`config.mk`:
```
export PLATFORM = sky130hd
export DESIGN_NAME = cbus_arbiter
export DESIGN_NICKNAME = d
export VERILOG_FILES = /design/src/rtl/cbus_arbiter.sv
export SDC_FILE = /design/constraint.sdc
export NUM_CORES = 1
export LEC_CHECK = 0
export CORE_AREA = 3 3 148 150
export CTS_BUF_LIST = sky130_fd_sc_hd__clkbuf_16
export DETAILED_ROUTE_END_ITERATION = 10
export DIE_AREA = 0 0 151 153
export HOLD_SLACK_MARGIN = 0.03
export SLEW_MARGIN = 20
export SYNTH_ARGS = -nofsm -noshare
export SYNTH_HDL_FRONTEND = slang
export SYNTH_SLANG_ARGS = --single-unit
```
`constraint.sdc`:
```
create_clock -name clk -period 5.55 [get_ports clk]
set_input_delay 0.555 -clock clk [delete_from_list [all_inputs] [get_ports clk]]
set_output_delay 0.555 -clock clk [all_outputs]
set_load 0.01 [all_outputs]
```
`src/rtl/cbus_arbiter.sv`:
```
// -----------------------------------------------------------------------------
// cbus_arbiter
//
// Shares the single cache-bus port (cbus, toward the cbus-to-AXI converter)
// among NUM_REQ memory clients. The defaults are 0 = I-cache refill,
// 1 = D-cache refill/writeback and 2 = uncached. Arbitration is round-robin,
// and a grant is held for the whole burst. It is released only on the
// last-beat handshake from downstream.
//
// Parameters
//   NUM_REQ  number of requesters (2..8)
//   IDX_W    width of the grant index, derived from NUM_REQ; do not override
//
// Ports
//   clk, reset      rising-edge clock; asynchronous active-high reset
//   ireq_*          per-requester request bundles, packed with requester i at
//                   slice i (valid, is_write, size[3], addr[32], strobe[4],
//                   data[32], len[4] = beats-1)
//   iresp_ready     per-requester beat handshake, only for the granted requester
//   iresp_last      per-requester final-beat flag, only for the granted requester
//   iresp_data      downstream read data, broadcast while a grant is active
//   oreq_*          request fields of the granted requester, toward downstream
//   oresp_ready     downstream beat handshake
//   oresp_last      downstream last-beat flag
//   oresp_data      downstream read data
//   busy            high while a grant is active
//   grant_idx       registered index of the current (or most recent) winner
// -----------------------------------------------------------------------------
module cbus_arbiter #(
  parameter int NUM_REQ = 3,
  parameter int IDX_W   = $clog2(NUM_REQ)
) (
  input  logic                  clk,
  input  logic                  reset,
  input  logic [NUM_REQ-1:0]    ireq_valid,
  input  logic [NUM_REQ-1:0]    ireq_is_write,
  input  logic [NUM_REQ*3-1:0]  ireq_size,
  input  logic [NUM_REQ*32-1:0] ireq_addr,
  input  logic [NUM_REQ*4-1:0]  ireq_strobe,
  input  logic [NUM_REQ*32-1:0] ireq_data,
  input  logic [NUM_REQ*4-1:0]  ireq_len,
  output logic [NUM_REQ-1:0]    iresp_ready,
  output logic [NUM_REQ-1:0]    iresp_last,
  output logic [31:0]           iresp_data,
  output logic                  oreq_valid,
  output logic                  oreq_is_write,
  output logic [2:0]            oreq_size,
  output logic [31:0]           oreq_addr,
  output logic [3:0]            oreq_strobe,
  output logic [31:0]           oreq_data,
  output logic [3:0]            oreq_len,
  input  logic                  oresp_ready,
  input  logic                  oresp_last,
  input  logic [31:0]           oresp_data,
  output logic                  busy,
  output logic [IDX_W-1:0]      grant_idx
);

  typedef enum logic [0:0] {
    IDLE  = 1'b0,
    GRANT = 1'b1
  } state_e;

  localparam logic [IDX_W-1:0] LAST_IDX = IDX_W'(NUM_REQ - 1);

  state_e           state_q, state_d;
  logic [IDX_W-1:0] sel_q, sel_d;
  logic [IDX_W-1:0] ptr_q, ptr_d;

  // ---------------------------------------------------------------------------
  // Unpack the per-requester buses so the output mux can index by requester.
  // ---------------------------------------------------------------------------
  logic [2:0]  req_size   [NUM_REQ];
  logic [31:0] req_addr   [NUM_REQ];
  logic [3:0]  req_strobe [NUM_REQ];
  logic [31:0] req_data   [NUM_REQ];
  logic [3:0]  req_len    [NUM_REQ];

  always_comb begin
    for (int i = 0; i < NUM_REQ; i++) begin
      req_size[i]   = ireq_size[i*3 +: 3];
      req_addr[i]   = ireq_addr[i*32 +: 32];
      req_strobe[i] = ireq_strobe[i*4 +: 4];
      req_data[i]   = ireq_data[i*32 +: 32];
      req_len[i]    = ireq_len[i*4 +: 4];
    end
  end

  // ---------------------------------------------------------------------------
  // Round-robin scan: the first valid requester at or above ptr, wrapping.
  // ptr_q + k is always below 2*NUM_REQ, so one conditional subtract performs
  // the modulo without a divider.
  // ---------------------------------------------------------------------------
  logic             scan_hit;
  logic [IDX_W-1:0] scan_idx;
  logic [IDX_W-1:0] cand_idx;
  int               cand;

  always_comb begin
    // NOTE: every variable written here gets a default first, so no path
    // leaves one unassigned and no latch is inferred.
    scan_hit = 1'b0;
    scan_idx = ptr_q;
    cand     = 0;
    cand_idx = '0;
    for (int k = 0; k < NUM_REQ; k++) begin
      cand = int'(ptr_q) + k;
      if (cand >= NUM_REQ) begin
        cand = cand - NUM_REQ;
      end
      cand_idx = IDX_W'(cand);
      if (!scan_hit && ireq_valid[cand_idx]) begin
        scan_hit = 1'b1;
        scan_idx = cand_idx;
      end
    end
  end

  // A burst ends only on the downstream last-beat handshake.
  logic burst_done;
  assign burst_done = oresp_ready & oresp_last;

  // ---------------------------------------------------------------------------
  // State register
  // ---------------------------------------------------------------------------
  // NOTE: sequential state uses non-blocking assignments, so every flop
  // samples pre-edge values regardless of the statement order.
  always_ff @(posedge clk or posedge reset) begin
    if (reset) begin
      state_q <= IDLE;
      sel_q   <= '0;
      ptr_q   <= '0;
    end else begin
      state_q <= state_d;
      sel_q   <= sel_d;
      ptr_q   <= ptr_d;
    end
  end

  // ---------------------------------------------------------------------------
  // Next-state logic
  // ---------------------------------------------------------------------------
  always_comb begin
    state_d = state_q;
    sel_d   = sel_q;
    ptr_d   = ptr_q;
    case (state_q)
      IDLE: begin
        // Downstream handshakes are meaningless here and are ignored.
        if (scan_hit) begin
          state_d = GRANT;
          sel_d   = scan_idx;
        end
      end
      GRANT: begin
        // No pre-emption: other requesters, and a dropped valid from the
        // winner, do not move the FSM.
        if (burst_done) begin
          state_d = IDLE;
          ptr_d   = (sel_q == LAST_IDX) ? '0 : sel_q + IDX_W'(1);
        end
      end
      default: begin
        state_d = IDLE;
      end
    endcase
  end

  // ---------------------------------------------------------------------------
  // Output logic
  // Every output is zero in IDLE (and therefore during reset). The exception
  // is grant_idx, which always reflects the registered winner. sel_q only
  // ever holds codes below NUM_REQ, so the direct indexing stays in range.
  // ---------------------------------------------------------------------------
  always_comb begin
    busy          = 1'b0;
    oreq_valid    = 1'b0;
    oreq_is_write = 1'b0;
    oreq_size     = '0;
    oreq_addr     = '0;
    oreq_strobe   = '0;
    oreq_data     = '0;
    oreq_len      = '0;
    iresp_ready   = '0;
    iresp_last    = '0;
    iresp_data    = '0;
    grant_idx     = sel_q;
    if (state_q == GRANT) begin
      busy               = 1'b1;
      oreq_valid         = ireq_valid[sel_q];
      oreq_is_write      = ireq_is_write[sel_q];
      oreq_size          = req_size[sel_q];
      oreq_addr          = req_addr[sel_q];
      oreq_strobe        = req_strobe[sel_q];
      oreq_data          = req_data[sel_q];
      oreq_len           = req_len[sel_q];
      iresp_ready[sel_q] = oresp_ready;
      iresp_last[sel_q]  = oresp_last;
      iresp_data         = oresp_data;
    end
  end

endmodule

```
# Word level (Yosys, flattened, before mapping)

Cells that the tools add are included.

Bitwise gates (word level): 5
Add/sub/neg operators: 6
Reduce and logical (&&, ||, !) cells: 7
Multiplexer cells: 51
$lt $le $gt $ge: 9
Eq/ne operators: 1

Operator list:

| cell                                                              | count |
|---|---|
| 2-to-1 mux 32 bit                                                 | 7 |
| binary-select mux 32 bit (select 2 bit)                           | 2 |
| 2-to-1 mux 4 bit                                                  | 6 |
| binary-select mux 4 bit (select 2 bit)                            | 2 |
| 2-to-1 mux 3 bit                                                  | 5 |
| 2-to-1 mux 1 bit                                                  | 14 |
| 2-to-1 mux 2 bit                                                  | 7 |
| < comparator 2 x 3 -> 1 bit, second input constant                | 4 |
| binary-select mux 1 bit (select 2 bit)                            | 5 |
| AND 3 bit                                                         | 2 |
| binary-select mux 3 bit (select 2 bit)                            | 1 |
| greater-or-equal comparator 3 x 2 -> 1 bit, second input constant | 2 |
| subtractor 2 bit, second input constant                           | 3 |
| AND reduction 2 bit                                               | 2 |
| adder 2 x 1 -> 3 bit, second input constant                       | 1 |
| adder 2 x 2 -> 3 bit, second input constant                       | 1 |
| greater-or-equal comparator 3 bit, second input constant          | 1 |
| logical AND 1 bit                                                 | 3 |
| inverter 2 -> 3 bit                                               | 1 |
| adder 2 x 1 -> 2 bit, second input constant                       | 1 |
| demux 1 bit (select 2 bit)                                        | 1 |
| equality test 2 bit, second input constant                        | 1 |
| greater-or-equal comparator 2 x 1 -> 1 bit, second input constant | 1 |
| greater-or-equal comparator 2 bit, second input constant          | 1 |
| other kinds (4)                                                   | 5 |

Register bits after elaboration: 5
Input port bits: 267

# Logic depth before layout (Yosys ltp)

Gate-level depths: netlist of run 1.

Depth in word-level cells: 13
Depth in mapped cells: 7
Gate-level depth less buffers: 7

# Least setup slack after synthesis of run 1

OpenSTA, ideal clock, no wires.

Kind: register -> output
From: register sel_q[0], in the netlist grant_idx[0]
To: output oreq_addr[0]
Cell stages (with the launch flop): 8
Data required time: 4995 ps
Slack: 3605 ps
Buffers on the path: 3
Arrival: 1390 ps
Cells stage by stage: dfrtp_1 nor2b_1 clkbuf_1 buf_2 buf_2 nand2_1 o21ai_1 and2_1

Longest elaborated chain between the ends: 5

RTL lines:

| element                                              | line | text |
|---|---|---|
| start, declared                                      | 67   | `logic [IDX_W-1:0] sel_q, sel_d;` |
| start signal, assigned                               | 135  | `sel_q <= sel_d;` |
| inverter 2 -> 3 bit (not written as such)            | 193  | `oreq_addr = req_addr[sel_q];` |
| binary-select mux 32 bit (select 2 bit)              | 193  |  |
| 2-to-1 mux 32 bit (not written as such) (2 in a row) | 193  |  |
| 2-to-1 mux 32 bit                                    | 188  | `if (state_q == GRANT) begin` |
| end, declared                                        | 48   | `output logic [31:0] oreq_addr,` |

Every way passes these cells. The select of a mux whose other input is x is not followed.

# Worst setup path after layout of run 1

From: register sel_q[1], in the netlist grant_idx[1]
To: output oreq_data[4]

Longest elaborated chain between the ends: 5

RTL lines:

| element                                              | line | text |
|---|---|---|
| inverter 2 -> 3 bit (not written as such)            | 195  | `oreq_data = req_data[sel_q];` |
| binary-select mux 32 bit (select 2 bit)              | 195  |  |
| 2-to-1 mux 32 bit (not written as such) (2 in a row) | 195  |  |
| 2-to-1 mux 32 bit                                    | 188  |  |
| end, declared                                        | 50   | `output logic [31:0] oreq_data,` |

Every way passes these cells. The select of a mux whose other input is x is not followed.

==> results.md, run 1 <==
- Subtracting the final worst setup slack from the clock period gives 3.54 ns.
- The maximum number of pins on one net before global-route repair is 85.
- The final antenna-violating net count is 0.
- In this run the most used layer during global routing was met2.
- The final-report hold violation count came to 0.
- The design area is 0.00689 mm².
- The initial antenna violation count is 0.
- Along the worst path, the maximum fanout reaches 50.
- Compared with the post-synthesis result, the final layout area differs by 153%.
- The most used flip-flop cell after synthesis is dfrtp_1.
- At the later pin of the worst-skew pair, clock insertion delay measures 0.22 ns.
- The power density relative to cell area is 332 mW/mm².
- The synthesis-stage register bit count is 5.
- The via count of the first global-routing pass is between 4000 and 5000.
- In this run the mean area of a mapped cell was 6.32 µm².
- The final count of negative-setup-slack endpoints is 0.
- After synthesis, the largest family of logic cells by area is simple AND/OR/NAND/NOR gates.
- The die covers 0.0231 mm².
- In this run the cell area measured after placement is 0.00681 mm².
- In the final design database the tool counted roughly 1100 nets.
- The initial core utilization is 13.1%.
- The number of post-CTS setup repair buffers is 0.
- The number of inserted diodes is 0.
- The startpoint of the most critical register-to-register path is ptr_q[0].
- The number of gates resized after CTS was 0.
- Summed over its instances, the top area cell type makes up 29.4% of the synthesized netlist area.
- The clock root buffer is clkbuf_16.
- Summing internal, switching and leakage power gives 2.29 mW.
- In this run the horizontal extent of the chip is 151 µm.
- The number of synthesized flops with an enable pin is 0.
- By area the synthesized netlist is led by mux2i_1, and2_1, o21ai_1.
- The number of CTS-inserted buffers is 3.
- STA classifies the critical path startpoint as a flip-flop.
- The floorplan step defined a core boundary enclosing about 0.021 mm².
- The synthesized-area fraction occupied by ao, oa, aoi and oai cells is 17.1%.
- Counting distinct cell types in the post-synthesis netlist gives 27.
- For this run, global-route usage on met1 was measured as roughly 14%.
- In the global route stage, overall resource usage came out at between 10% and 20%.
- For the pin with the worst max-slew slack, the measured transition is 0.953 ns.
- The number of vias per cell is about 4.0.
- The floorplan row count is between 50 and 60.
- TritonCTS built the clock tree.
- Walking the worst path, the cells encountered are buf_4, mux2i_1, o21ai_1, and2_1, clkdlybuf4s50_1.
- The share of synthesized area spent on multiplexers is 30.6%.
- In this run the deepest clock path goes through 2 buffers.
- The start-to-end type of the worst setup path is flip-flop to output port.
- The via count of the routed design is 4270.
- The adder and majority cell fraction of the synthesized area is around 1.4%.
- The layout filler cell count is 2235.
- Setup repair after global routing left no endpoint under its margin.
- Of the available clock period, the critical path in the final layout requires 63.9%.
- The leading cell type by number of instances after synthesis is and2_1.
- The worst-case hold slack is 0.539 ns.
- The worst register-to-register path ends at grant_idx[0].
- The number of maximum-capacitance constraint violations is 0.
- For this run, design rule violations remaining after detail routing come to 0.
- Summed over all failing endpoints, the final setup total negative slack is 0 ns.
- Cells with a size suffix above 1 make up 1.66% of the layout.
- The I/O pin total is 385.
- After detailed routing, the average wire length per cell comes to 15.2 µm.
- The number of optimization iterations in the first detailed-route pass is 4.
- The clock drives 5 sinks.
- The run finished with clean final reports.
- The final layout contains routed wiring with a total length of 16.1 mm.
- The height of the die is 153 µm.
- The global-route met3 utilization is around 3.8%.
- For met2 alone, demand over resource in global routing was roughly a quarter.
- The slack of the worst reg-to-reg path is 3.51 ns.
- The slowest stage cell on the critical path is dfrtp_4.
- The global-route wire length before repair is 23.0 mm.
- Counting every net in the synthesized netlist gives 701.
- The wire-length estimate of the detail-placed layout is 13.2 mm.
- Routability-driven placement finished with a final weighted congestion of 0.818.
- The first-iteration detailed-routing DRC count is 150.
- In this run the number of H-tree levels came out at 1.
- The share of flip-flops with an asynchronous set or reset is 100%.
- In this run the tool buffered the top-level ports with 384 buffer cells.
- The longest individual stage delay on the worst path is 0.81 ns.
- The proportion of synthesized chip area in sequential cells is 4.59%.
- The dominant cell type by area after synthesis is mux2i_1.
- The total congestion overflow is 0.
- The max-slew violation count was 0.
- The leakage power total is between 2 and 2.5 nW.
- The Yosys step of the flow raised 0 warnings.
- Summing the areas of all xor and xnor instances in the mapped netlist gives 0% of the synthesized area.
- The worst relative slew slack is a little over a third.
- STA classifies the critical path endpoint as an output port.
- For the worst flop-to-flop path, the logic depth is 7.
- Derived from the worst setup path, the maximum achievable clock frequency is 282 MHz.
- The clock tree skew after final layout is between 0.0004 and 0.0005 ns.
- The quantity of hold-fixing buffers added after cts is 0.
- The class of the tightest hold or removal check is input port to asynchronous set/reset pin.
- The cell count after synthesis is 431.
- In the synthesized netlist, the cells that appear most often are and2_1, nand2_1, mux2i_1, o21ai_1, clkbuf_1.
- VDD sags by at most between 150 and 200 µV.
- The synthesized netlist devotes about two fifths of its cell area to simple gates.
- The cell area that synthesis handed to floorplanning was 0.00273 mm².
- The data arrival at the endpoint of the critical path is 2.99 ns.
- The clock-pin slew of the registers on the worst-case setup and hold paths is 0.03 ns.
- For the worst setup path, the data required time is roughly 5 ns.
-- metal layers --
metal,part of all wire [%],up-vias
met3,11,6
met4,0.60,0
met5,0,-
met2,51,217
met1,37,1889
li1,-,2158
-- flip-flops by register name (all words and copies together) (netlist names) --
register,flops
ptr_q,2
state_q,1
grant_idx,2
-- cells by family after synthesis --
family,after synthesis
AND/OR/NAND/NOR,209
AO/OA/AOI/OAI,89
multiplexers,82
buffers and inverters,43
flip-flops,5
adder cells (fa/ha/maj),3
-- metrics by stage --
stage	setup slack [ns]	utilization (%)	cells
after global placement	2.22	32.7	1054
final	2.01	33.1	1058
after detailed placement	2.25	32.7	1054
after floorplan	3.61	-	431
after CTS	2.00	33.1	1058
after global routing	1.84	33.1	1058
-- area by class of cell --
class	instances	area, µm²	share of cell area (%)
sequential	5	134	1.94
multi-input combinational	383	2430	35.3
clock buffer	3	75.1	1.09
clock inverter	1	3.75	0.0545
inverter	3	11.3	0.163
tap	275	344	5.00
timing repair buffer	388	3890	56.4
-- power breakdown --
part           switching (mW)  total (mW)  internal (mW)
combinational           0.866        2.03           1.16
sequential             0.0909       0.145         0.0539
clock                  0.0222       0.115         0.0932
-- critical path: cells and delay by family, from the launching register on --
kind            cells  cell delay (ns)
buf+inv             2             1.21
simple gates        1             0.19
compound gates      1             0.09
mux                 1             0.37
flops               1             0.81
-- worst max path at each step --
stage / startpoint / to / slack, ns / depth (start not counted)
2_1_floorplan: grant_idx[0] / oreq_addr[0] / 3.61 / 7
3_3_place_gp: grant_idx[1] / oreq_data[10] / 2.22 / 6
3_5_place_dp: grant_idx[1] / oreq_data[4] / 2.25 / 5
4_1_cts: grant_idx[1] / oreq_data[4] / 2.00 / 5
5_1_grt: grant_idx[1] / oreq_addr[3] / 1.84 / 6
6_report: grant_idx[1] / oreq_data[4] / 2.01 / 5
-- cell usage in the layout, fill, tap and decap left out --
| cell type | synthesis | layout |
|---|---|---|
| and2_1 | 109 | 109 |
| mux2i_4 | 1 | 1 |
| buf_12 | 0 | 1 |
| dfrtp_4 | 0 | 2 |
| nor2b_4 | 0 | 1 |
| o31a_1 | 2 | 2 |
| mux2i_1 | 80 | 80 |
| o22ai_1 | 1 | 1 |
| mux2_2 | 1 | 1 |
| o31ai_1 | 3 | 3 |
| buf_4 | 0 | 3 |
| a21oi_1 | 3 | 3 |
| dfrtp_2 | 0 | 1 |
| nor2b_1 | 2 | 1 |
| inv_1 | 3 | 4 |
| and3_1 | 1 | 1 |
| nand3_1 | 1 | 1 |
| nor3_1 | 4 | 4 |
| or3_1 | 1 | 1 |
| o32a_1 | 1 | 1 |
| nand2_1 | 82 | 82 |
| nand2b_1 | 3 | 3 |
| nor4_1 | 1 | 1 |
| dfrtp_1 | 5 | 2 |
| ha_1 | 3 | 3 |
| o21ai_0 | 2 | 2 |
| clkbuf_16 | 0 | 3 |
| clkdlybuf4s50_1 | 0 | 384 |
| o21ai_1 | 77 | 77 |
| nand3b_1 | 1 | 1 |
| nor2_1 | 4 | 4 |
Note: power is estimated with default switching activity, not from simulation.
==> inputs of run 2 (changes only) <==
--- a/config.mk
+++ b/config.mk
@@ -5,10 +5,10 @@
 export SDC_FILE = /design/constraint.sdc
 export NUM_CORES = 1
 export LEC_CHECK = 0
-export CORE_AREA = 3 3 148 150
+export CORE_AREA = 3 3 149 151
 export CTS_BUF_LIST = sky130_fd_sc_hd__clkbuf_16
 export DETAILED_ROUTE_END_ITERATION = 10
-export DIE_AREA = 0 0 151 153
+export DIE_AREA = 0 0 152 154
 export HOLD_SLACK_MARGIN = 0.03
 export SLEW_MARGIN = 20
 export SYNTH_ARGS = -nofsm -noshare
==> constraint.sdc (replaced) <==
create_clock -name clk -period 3.66 [get_ports clk]
set_input_delay 0.366 -clock clk [delete_from_list [all_inputs] [get_ports clk]]
set_output_delay 0.366 -clock clk [all_outputs]
set_load 0.01 [all_outputs]
==> run 2 against run 1 <==
Net effect:
- final area up 0.69%
- worst hold slack worse by 0.18 ns
- via count increased by 1.2%
- clock power up 55%
- die area up 1.3%
- worst setup slack worse by 1.2 ns
- flip-flop and latch count unchanged
- largest power group unchanged
==> results.md, run 2 (synthesis gave the netlist of run 1 again) <==
- The tightest min-delay check is of the input port to asynchronous set/reset pin type.
- The total congestion overflow was 0 (unchanged).
- The number of vias per cell is 4.06 (+0.70%).
- The leakage power total is 2.49 nW (+0.70%).
- The clock root buffer is clkbuf_16.
- The longest individual stage delay on the worst path is 0.83 ns (+0.02 ns).
- The area enclosed by the die boundary came to 0.0234 mm² (+1.3%).
- The number of maximum-capacitance constraint violations is 0 (unchanged).
- The clock tree skew after final layout was 0.00101 ns (+0.000572 ns).
- The most common cell after layout, fill and taps aside is clkdlybuf4s50_1.
- The number of buffers added on ports is 384 (unchanged).
- The via count of the first global-routing pass was 4501 (+5.7%).
- The post-detailed-route DRC marker count is 0 (unchanged).
- The slowest stage of the critical path is the dfrtp_4 cell.
- The slack of the worst reg-to-reg path is 1.58 ns (-1.93 ns).
- The buffer levels on the longest clock path is 2 (unchanged).
- The total global routing track utilization is 13.8% (+1.4 points).
- The clock tree from TritonCTS is built.
- The die width is 152 µm (+0.66%).
- The number of post-CTS setup repair buffers came to 0 (unchanged).
- The total wire length came to 17.4 mm (+8.2%).
- The start-to-end type of the worst setup path is flip-flop to output port.
- The clock share of power is 5.0% (about the same).
- The peak fanout along the critical path was 33 (-34%).
- Based on the critical path, the design can be clocked at up to 346 MHz.
- The number of nets in the final layout came to 1056 (+0.19%).
- The quantity of hold-fixing buffers added after cts is 0 (unchanged).
- The I/O pin total is 385 (unchanged).
- The worst relative slew slack is 52.7% (+16 points).
- The number of H-tree branching levels is 1 (unchanged).
- The slew at the pin closest to its max-slew limit is 0.709 ns (-0.244 ns).
- The final-report hold violation count was 0 (unchanged).
- The clock-pin slew of the registers on the worst-case setup and hold paths is 0.03 ns (about the same).
- The worst path buffer plus inverter count came to 2 (unchanged).
- The height of the die came to 154 µm (+0.65%).
- The area of the core region is 0.0210 mm² (+0.64%).
- The switching power is 1.53 mW (+56%).
- The internal power came to 2.01 mW (+53%).
- The portion of total power attributed to sequential cells came to 7.3% (+1.0 points).
- The floorplan row count is 53 (unchanged).
- The final antenna-violating net count is 0 (unchanged).
- The initial antenna violation count is 3 (+3).
- The initial core utilization is 13.0% (-0.083 points).
- The fraction of layout cells with a size suffix above 1 came to 1.91% (+0.25 points).
- Walking the worst path, the cells encountered are buf_12, mux2i_1, o21ai_1, and2_1, clkdlybuf4s50_1.
- Setup repair after global routing left no endpoint under its margin.
- The number of CTS-inserted buffers is 3 (unchanged).
- The power density relative to cell area is 510 mW/mm² (+54%).
- The overall power consumption came to 3.54 mW (+55%).
- The power share of the combinational group is 87.7% (-0.9 points).
- The clock insertion delay at the later pin of the skew report is 0.23 ns (about the same).
- In the layout the commonest cells are clkdlybuf4s50_1, and2_1, nand2_1.
- The maximum number of pins on one net before global-route repair was 81 (-4.7%).
- The global-route wire length before repair is 26.1 mm (+13%).
- The post-DP HPWL was 14.1 mm (+7.1%).
- The worst-case hold slack was 0.358 ns (-0.181 ns).
- The count of cells resized by post-cts repair was 0 (unchanged).
- The largest delay contributor family on the critical path is flip-flops.
- The clock period minus final worst setup slack is 2.89 ns.
- The via count of the routed design came to 4320 (+1.2%).
- The post-route clock period utilization is 79.0%.
- The number of optimization iterations in the first detailed-route pass is 4 (unchanged).
- The final count of negative-setup-slack endpoints is 0 (unchanged).
- The required time of the critical path is 3.29 ns (-1.70 ns).
- The final weighted congestion in routability-driven placement is 0.880 (+7.6%).
- The CTS sink count is 5 (unchanged).
- The fraction of power spent switching nets was 43.3% (+0.48 points).
- The accumulated negative setup slack is 0 ns (unchanged).
- The maximum resistive drop on vdd is 206 µV (+17%).
- The run finished with clean final reports.
- The first-iteration detailed-routing DRC count is 192 (+28%).
- Relative to the synthesized area, the layout overhead comes to 154%.
- The max-slew violation count is 0 (unchanged).
- The data arrival at the endpoint of the critical path was 2.52 ns (-0.47 ns).
- STA classifies the critical path startpoint as a flip-flop.
- STA classifies the critical path endpoint as an output port.
- The average routed wire per standard cell is 16.4 µm (+7.7%).
## run 2: changes by cell type in the layout (fill, tap and decap cells not counted)
cell     change
buf_12       +2
diode_2      +3
## run 2: path summary, 6_finish.rpt
| path | from | endpoint | cells past startpoint |
|---|---|---|---|
| max in group asynchronous | reset | state_q | 2 |
| min in group clk | ptr_q[0] | ptr_q[0] | 2 |
| max reg2reg | ptr_q[0] | grant_idx[0] | 7 |
| min | reset | ptr_q[1] | 2 |
| min reg2reg | ptr_q[0] | ptr_q[0] | 2 |
| max | grant_idx[1] | oreq_data[11] | 5 |
## run 2: cell type report
class / instances / area [µm²]
fill: 2251 / 14000
timing repair buffer: 390 / 3930
multi-input combinational: 383 / 2430
tap: 275 / 344
sequential: 5 / 134
clock buffer: 3 / 75.1
inverter: 3 / 11.3
antenna: 3 / 7.51
clock inverter: 1 / 3.75
## run 2: power groups by stage
| stage | logic, mW | clock network, mW | registers [mW] |
|---|---|---|---|
| after global routing | 3.35 | 0.188 | 0.281 |
| after floorplan | 1.65 | 0 | 0.102 |
| after global placement | 3.12 | 0 | 0.268 |
| final | 3.10 | 0.178 | 0.259 |
| after detailed placement | 3.12 | 0 | 0.269 |
| after CTS | 3.14 | 0.185 | 0.269 |
## run 2: per-layer routing
| layer | global-route usage [%] | routed length, µm | vias to the layer above |
|---|---|---|---|
| met5 | 0 | 0 | - |
| met4 | 2.91 | 247 | 0 |
| met3 | 3.60 | 1370 | 12 |
| met2 | 25.7 | 8910 | 226 |
| met1 | 15.8 | 6890 | 1918 |
| li1 | - | - | 2164 |
## run 2: per-stage QoR
stage                     area (µm²)  utilization (%)  setup WS [ns]  cells
after floorplan                 2730                -           1.86    431
after global placement          6850             32.7          0.988   1056
after detailed placement        6850             32.7          0.955   1056
after CTS                       6930             33.1          0.716   1060
after global routing            6940             33.1          0.628   1063
final                           6940             33.1          0.769   1063
